$ cat src/rtl/cobs_encode.sv
// Purpose: COBS frame encoder. Buffers one block of non-zero bytes so that its
//          code byte goes out first, then the block data, then an optional 0x00.
// Latency: the code byte is presented the cycle after the block-closing byte is accepted.
// Backpressure: input stalls (o_ready=0) during emission; outputs hold while o_valid & !i_ready.
//
// Ports:
//   clk, rst_n               clock, asynchronous active-low reset
//   i_data/i_valid/i_last    raw frame bytes in; o_ready accepts them
//   o_data/o_valid/o_last    encoded bytes out; i_ready accepts them
//                            o_last marks the final encoded byte of each frame
module cobs_encode #(
  parameter int MAX_BLOCK    = 254,
  parameter bit APPEND_DELIM = 1'b1
) (
  input  logic       clk,
  input  logic       rst_n,
  input  logic [7:0] i_data,
  input  logic       i_valid,
  input  logic       i_last,
  output logic       o_ready,
  output logic [7:0] o_data,
  output logic       o_valid,
  input  logic       i_ready,
  output logic       o_last
);

  localparam int AW = (MAX_BLOCK > 1) ? $clog2(MAX_BLOCK) : 1;
  localparam logic [7:0] FULL_CNT = 8'(MAX_BLOCK);

  typedef enum logic [2:0] {
    FILL  = 3'd0,
    CODE  = 3'd1,
    DATA  = 3'd2,
    TAIL  = 3'd3,
    DELIM = 3'd4
  } state_e;

  state_e     state_q, state_d;
  logic [7:0] count_q, count_d;
  logic [7:0] rd_ptr_q, rd_ptr_d;
  logic       zero_term_q, zero_term_d;
  logic       frame_end_q, frame_end_d;

  logic [7:0] buffer_q [0:MAX_BLOCK-1];
  logic       wr_en;

  logic       last_rd;
  state_e     post_state;
  logic       frame_done_nodelim;

  assign last_rd = (rd_ptr_q == (count_q - 8'd1));

  // The frame finishes on this block's last CODE/DATA byte only when there is
  // neither a trailing empty block nor a delimiter still to send.
  assign frame_done_nodelim = !APPEND_DELIM && frame_end_q && !zero_term_q;

  // Where to go once the current block (code + data) has been fully sent.
  // A block closed by reaching MAX_BLOCK carries no implied zero, so only
  // zero_term forces the extra empty block at frame end.
  always_comb begin
    post_state = FILL;
    if (frame_end_q) begin
      if (zero_term_q) begin
        post_state = TAIL;
      end else if (APPEND_DELIM) begin
        post_state = DELIM;
      end else begin
        post_state = FILL;
      end
    end
  end

  always_comb begin
    state_d     = state_q;
    count_d     = count_q;
    rd_ptr_d    = rd_ptr_q;
    zero_term_d = zero_term_q;
    frame_end_d = frame_end_q;
    wr_en       = 1'b0;
    o_ready     = 1'b0;
    o_valid     = 1'b0;
    o_data      = 8'h00;
    o_last      = 1'b0;

    unique case (state_q)
      FILL: begin
        o_ready = 1'b1;
        if (i_valid) begin
          frame_end_d = i_last;
          rd_ptr_d    = 8'd0;
          if (i_data != 8'h00) begin
            wr_en   = 1'b1;
            count_d = count_q + 8'd1;
          end else begin
            zero_term_d = 1'b1;
          end
          if ((i_data == 8'h00) || i_last ||
              (count_q == FULL_CNT - 8'd1)) begin
            state_d = CODE;
          end
        end
      end

      CODE: begin
        o_valid = 1'b1;
        o_data  = count_q + 8'd1;
        o_last  = frame_done_nodelim && (count_q == 8'd0);
        if (i_ready) begin
          state_d = (count_q != 8'd0) ? DATA : post_state;
        end
      end

      DATA: begin
        o_valid = 1'b1;
        o_data  = buffer_q[rd_ptr_q[AW-1:0]];
        o_last  = frame_done_nodelim && last_rd;
        if (i_ready) begin
          if (last_rd) begin
            state_d = post_state;
          end else begin
            rd_ptr_d = rd_ptr_q + 8'd1;
          end
        end
      end

      TAIL: begin
        o_valid = 1'b1;
        o_data  = 8'h01;
        o_last  = !APPEND_DELIM;
        if (i_ready) begin
          state_d = APPEND_DELIM ? DELIM : FILL;
        end
      end

      DELIM: begin
        o_valid = 1'b1;
        o_data  = 8'h00;
        o_last  = 1'b1;
        if (i_ready) begin
          state_d = FILL;
        end
      end

      default: begin
        state_d = FILL;
      end
    endcase

    // Every return to FILL starts a fresh block.
    if ((state_q != FILL) && (state_d == FILL)) begin
      count_d     = 8'd0;
      rd_ptr_d    = 8'd0;
      zero_term_d = 1'b0;
      frame_end_d = 1'b0;
    end
  end

  always_ff @(posedge clk or negedge rst_n) begin
    if (!rst_n) begin
      state_q     <= FILL;
      count_q     <= 8'd0;
      rd_ptr_q    <= 8'd0;
      zero_term_q <= 1'b0;
      frame_end_q <= 1'b0;
    end else begin
      state_q     <= state_d;
      count_q     <= count_d;
      rd_ptr_q    <= rd_ptr_d;
      zero_term_q <= zero_term_d;
      frame_end_q <= frame_end_d;
    end
  end

  // Block storage needs no reset: entries are only read after being written.
  always_ff @(posedge clk) begin
    if (wr_en) begin
      buffer_q[count_q[AW-1:0]] <= i_data;
    end
  end

endmodule

$ cat config.mk
export PLATFORM = sky130hd
export DESIGN_NAME = cobs_encode
export DESIGN_NICKNAME = d
export VERILOG_FILES = /design/src/rtl/cobs_encode.sv
export SDC_FILE = /design/constraint.sdc
export NUM_CORES = 2
export LEC_CHECK = 0
export CAP_MARGIN = 10
export CORE_ASPECT_RATIO = 1.75
export CORE_MARGIN = 5
export CORE_UTILIZATION = 65
export DETAILED_ROUTE_END_ITERATION = 6
export PLACE_DENSITY = 0.81
export SYNTH_ARGS = -nofsm -noshare
export SYNTH_HDL_FRONTEND = slang
export SYNTH_SLANG_ARGS = --single-unit
$ cat constraint.sdc
create_clock -name clk -period 5.4 [get_ports clk]
set_input_delay 1.35 -clock clk [delete_from_list [all_inputs] [get_ports clk]]
set_output_delay 1.35 -clock clk [all_outputs]
set_load 0.01 [all_outputs]
==> results of run 1 <==
## kinds of logic after synthesis
group	count (synthesis)	synth area share
AOI/OAI and AO/OA	241	0.0213
xor gates and xnor gates	23	0.00251
adders and majority gates	5	0.000780
buffers and inverters	237	0.0138
DFF	2053	0.767
muxes	620	0.166
and+or+nand+nor	542	0.0291
## layer usage
metal,GRT overflow,GRT usage
met5,1,0.288
met4,12,0.579
met3,8,0.478
met2,8,0.765
met1,4,0.580
## cells in the mapped netlist, types with 3 or more instances
cell,n,area share
ha_1,5,0.00078
mux4_2,565,0.16
dfrtp_1,21,0.0065
nand2b_1,9,0.00070
o221ai_1,4,0.00044
o22ai_1,9,0.00070
nor4_1,4,0.00031
nor2_1,308,0.014
or3_1,6,0.00047
o22a_1,6,0.00065
buf_1,28,0.0013
nor3_1,19,0.0012
xnor2_1,15,0.0016
and2_1,6,0.00047
a2111oi_0,7,0.00076
a311oi_1,3,0.00033
nand4_1,14,0.0011
o21ai_1,10,0.00062
a21oi_1,39,0.0024
mux2_2,7,0.00098
a211oi_1,13,0.0012
inv_1,10,0.00047
and3_1,5,0.00039
nor2b_1,20,0.0016
edfxtp_1,2032,0.76
o21ai_0,16,0.0010
buf_6,4,0.00056
a221oi_1,3,0.00033
buf_4,26,0.0024
o31ai_1,3,0.00028
a2bb2oi_1,3,0.00033
nand2_1,103,0.0048
a22oi_1,67,0.0063
o211ai_1,18,0.0017
nand3_1,33,0.0021
buf_2,73,0.0046
xor2_1,8,0.00087
clkbuf_1,94,0.0044
mux2i_1,48,0.0060
a31oi_1,15,0.0012
a32o_1,3,0.00037
## metrics by stage
step | util | worst slack (ns) | area [um^2]
2_1_floorplan | - | 1.38 | 80200
4_1_cts | 0.743 | -0.189 | 91200
3_5_place_dp | 0.688 | -0.535 | 84400
3_3_place_gp | 0.688 | -0.553 | 84400
## what timing repair did
| action | in CTS |
|---|---|
| endpoints found under the hold margin | 0 |
| cloned | 10 |
| hold buffers | 0 |
| pin swaps | 15 |
| gates resized for setup | 124 |
| setup buffers | 39 |
| setup endpoints to repair | 8 |
==> results by group, run 1 <==
GRT
  • Tot GR Track Use: 0.605
  • Largest net degree at the start of global routing: between 200 and 250
  • Initial antenna violation count: 67
  • Grt ovf: 33

Placed design
  • Detail Placement HPWL: roughly 140 mm
  • Dpl cells: about 5,500
  • Port Buffers: 23
  • GPL Wtd Cong: about 1

Logic synthesis
  • Asr flop ratio synth: 0.0102
  • Mapped Area: 80,200 um^2
  • Syn. warnings: 0
  • Syn_area_per_cell: 21.6 um^2
  • Sequential fraction of the synthesis area: 0.767
  • EDFF count, synth: 2,032
  • Synth unique cells: 70
  • Cells after Synth: 3,721
  • Top FF cell, synth: edfxtp_1
  • Syn nets: approximately 3,700
  • Yosys reg bits: 2,053

Clock tree
  • H-tree depth: 4
  • Num CTS Buffers: approximately 170
  • Num Clock Sinks: 2,053
  • Clock Tree Buf Depth: 3
  • Root Buffer: clkbuf_16

Status
  • Tool Error: [ERROR GRT-0232] Routing congestion too high. Check the congestion heatmap in the GUI.
  • Run status: stopped before the end
  • Fail Step: 5_1_grt

Die
  • I/O pin total: 24
  • Placement Rows: between 150 and 200
  • Starting density of the core: 0.654
  • Vert. Die Dim: around 470 um
  • Horiz. Die Dim: about 280 um

Timing
  • Post-GRT worst EP: o_data[6]
  • Worst_ep kind: top-level output
==> run 2, diff against run 1 <==
Settings changed: CORE_ASPECT_RATIO 1.75 to not set, CORE_UTILIZATION 65 to 40, PLACE_DENSITY 0.81 to not set, PLACE_DENSITY_LB_ADDON set to 0.15.
==> results by group, run 2 <==
Clock tree
  • Clk_lat worst skew: ~0.85 ns
  • Clock Tree Buf Depth: 3 (unchanged)
  • # hold bufs at CTS: 0 (unchanged)
  • CTS tree: yes
  • Num CTS Buffers: 212 (+28%)
  • CTS clk-pin slew, worst paths: 0.06 ns
  • H-tree depth: 4 (unchanged)
  • Num Clock Sinks: 2,053 (unchanged)
  • Root Buffer: clkbuf_16

Worst setup path
  • CP required: slightly above 4 ns
  • Startpoint types: flip-flop
  • CP Cell Sequence: buf_12, buf_12, buf_16, buf_12, mux4_2, mux4_2, a2111oi_4, buf_4, nor3_2, nand4_1, o211ai_1, buf_2
  • Cell family with most CP delay: buffers and inverters
  • Crit Path Category: flip-flop to output port
  • Cell mode on critical path: buf_12
  • Slowest stage cell, crit path: mux4_2
  • CP endpoint kind: output port
  • CP max FO: 6
  • WP data arrival: about 4.3 ns
  • WP buf/inv: 6
  • CP peak stage delay: roughly 0.58 ns

Layout
  • Nets: 4,190
  • FF+latch area: around 62,000 um^2
  • Area of the multi-input gates: between 15,000 and 20,000 um^2
  • Most frequent cells in the layout: edfxtp_1, mux4_2, buf_4, nor2_1, clkbuf_16
  • Max reg flops: 2,032
  • Fillers: about 16,000
  • Commonest non-fill, non-tap cell in the layout: edfxtp_1
  • Final core utilization: 0.477
  • P&R area growth vs syn: 18.6%
  • Design area: approximately 95,000 um^2
  • Layout cell share with drive strength beyond 1: 0.334

Power and ir drop
  • Clk pwr share: 0.322
  • Sw frac: 0.287
  • Total power: roughly 45 mW
  • Int Pwr: between 30 and 40 mW
  • VDD IR max: 0.344 mV
  • Sequential power share: 0.394
  • LEAKAGE: about 29 nW
  • Pwr Density: 472 nW/um^2
  • Net Sw Power: roughly 13 mW
  • Gate power share: 0.284

Placed design
  • Detail Placement HPWL: 144 mm (+2.5%)
  • GPL Wtd Cong: 0.848 (-14%)
  • Port Buffers: 23 (unchanged)
  • Place WS: -0.506 ns (+0.0294 ns)
  • Placed inst area: 85,700 um^2 (+1.5%)

Timing
  • RSZ-0062 raised after global routing: yes
  • Min cycle time layout: 5.67 ns
  • Final Skew: around 0.045 ns
  • Fmax: about 180 MHz
  • Final worst slack: -0.272 ns
  • Slew @ Worst Pin: between 1 and 1.5 ns
  • Slew margin rel.: 0.220
  • Post-route clock period utilization: 1.05
  • Final hold violations: 0
  • # setup viols final: 7
  • Final slew viol count: 0

Die
  • I/O pin total: 24 (unchanged)
  • Horiz. Die Dim: 458 um (+66%)
  • Core Area: 200,000 um^2
  • Placement Rows: 164 (-3.5%)
  • Die area: 210,000 um^2
  • Starting density of the core: 0.402 (-0.252)
  • Vert. Die Dim: 458 um (-3.6%)

Flow run
  • Max cap viols: 0

Routing
  • DR vias/cell: 5.81
  • DRC violations left: 0
  • ANT nets after route: 0
  • Drt total wl: about 230 mm
  • Via count: ~41,000
  • DR iter-0 viols: approximately 4,400
  • Routed WL per cell: about 33 um
  • Pre-antenna DRT Iters: 5

Logic synthesis
  • Mapped Area: 80,200 um^2 (unchanged)
  • Synth top cells by count: edfxtp_1, mux4_2, nor2_1
  • Synth area leaders: edfxtp_1, mux4_2, nor2_1
  • Yosys reg bits: 2,053 (unchanged)
  • Top-count cell post-synth: edfxtp_1
  • Asr flop ratio synth: 0.0102 (unchanged)
  • Syn. warnings: 0 (unchanged)
  • Top FF cell, synth: edfxtp_1
  • Cells after Synth: 3,721 (unchanged)
  • Syn nets: 3,739 (unchanged)
  • Synth unique cells: 70 (unchanged)
  • Yosys top cell by area: edfxtp_1
  • Post-synth top area share: 0.760 (unchanged)
  • Syn_area_per_cell: 21.6 um^2 (unchanged)
  • Sequential fraction of the synthesis area: 0.767 (unchanged)
  • EDFF count, synth: 2,032 (unchanged)

GRT
  • Grt ovf: 0
  • Largest net degree at the start of global routing: 187
  • Initial antenna violation count: 14
  • Vias in the first global route: 41,000
  • Global-route wire length before repair: between 300 and 400 mm
  • Tot GR Track Use: 0.222

Status
  • Run status: complete, but fails checks
  • Failing checks: negative setup slack

Worst hold path
  • Hold WC Path Type: flip-flop to flip-flop
-- run 2: cell counts after synthesis --
Identical to the previous run, type by type.
-- run 2: cells by family (layout without fill, tap and decap cells) --
logic type	after synthesis	after routing	synth area share
flops	2053	2053	0.767
mux	620	620	0.166
simple gates	542	542	0.0291
compound gates	241	241	0.0213
buf+inv	237	863	0.0138
xor+xnor	23	23	0.00251
fa+ha+maj	5	5	0.000780
other cells	0	4	0
-- run 2: final timing paths --
path / start / depth (start not counted) / to / slack (ns)
worst max-delay path: rd_ptr_q[0] / 12 / o_data[4] / -0.27
worst min-delay path: frame_end_q / 2 / frame_end_q / 0.57
worst max register to register: count_q[0] / 10 / rd_ptr_q[3] / 1.10
worst min register to register: frame_end_q / 2 / frame_end_q / 0.57
max in group asynchronous: rst_n / 1 / rd_ptr_q[0] / 3.45
min in group asynchronous: rst_n / 1 / rd_ptr_q[7] / 1.11
-- run 2: metal layers --
layer | vias to the layer above | track usage | routed length, um
li1 | 16500 | - | -
met1 | 22100 | 0.315 | 98000
met2 | 1716 | 0.351 | 112000
met3 | 358 | 0.0412 | 16900
met4 | 2 | 0.0716 | 8270
met5 | - | 0 | 19
-- run 2: cell type report --
type	count	area share
clock inverters	127	0.0138
well taps	2656	0.0349
clock buffers	262	0.0582
diodes	4	0.000105
flip-flops and latches	2053	0.647
repair buffers	462	0.0544
inverters	12	0.000473
multi-input cells	1431	0.191
-- run 2: what timing repair did --
action                                  in CTS  in global routing
resized for setup                          197                 52
hold endpoints to repair                     0                  0
gates cloned                                19                  2
pin swaps                                   45                 30
buffers inserted                            78                 40
endpoints found under the setup margin       8                  8
-- run 2: power by group through the flow --
stage | combinational (mW) | sequential [mW] | clock, mW
after floorplan | 6.42 | 17.9 | 0
after global placement | 10.8 | 18.1 | 0
after detailed placement | 10.8 | 18.1 | 0
after CTS | 12.6 | 17.7 | 14.7
after global routing | 13.3 | 17.7 | 15.4
final | 12.7 | 17.7 | 14.5
-- run 2: worst min-delay path: cells and delay by family (launching register included) --
family / cells / cell delay, ns
simple gates: 1 / 0.07
flops: 1 / 0.41
compound gates: 1 / 0.06
-- run 2: through the flow --
step / cells / setup TNS, ns / hold slack [ns]
after detailed placement: 6482 / -1.21 / 0.555
after floorplan: 3721 / 0 / 0.499
final: 7007 / -0.736 / 0.569
after global placement: 6482 / -1.39 / 0.536
after global routing: 7004 / -1.32 / 0.593
after CTS: 6965 / -1.23 / 0.565
Note: power is estimated with default switching activity, not from simulation.
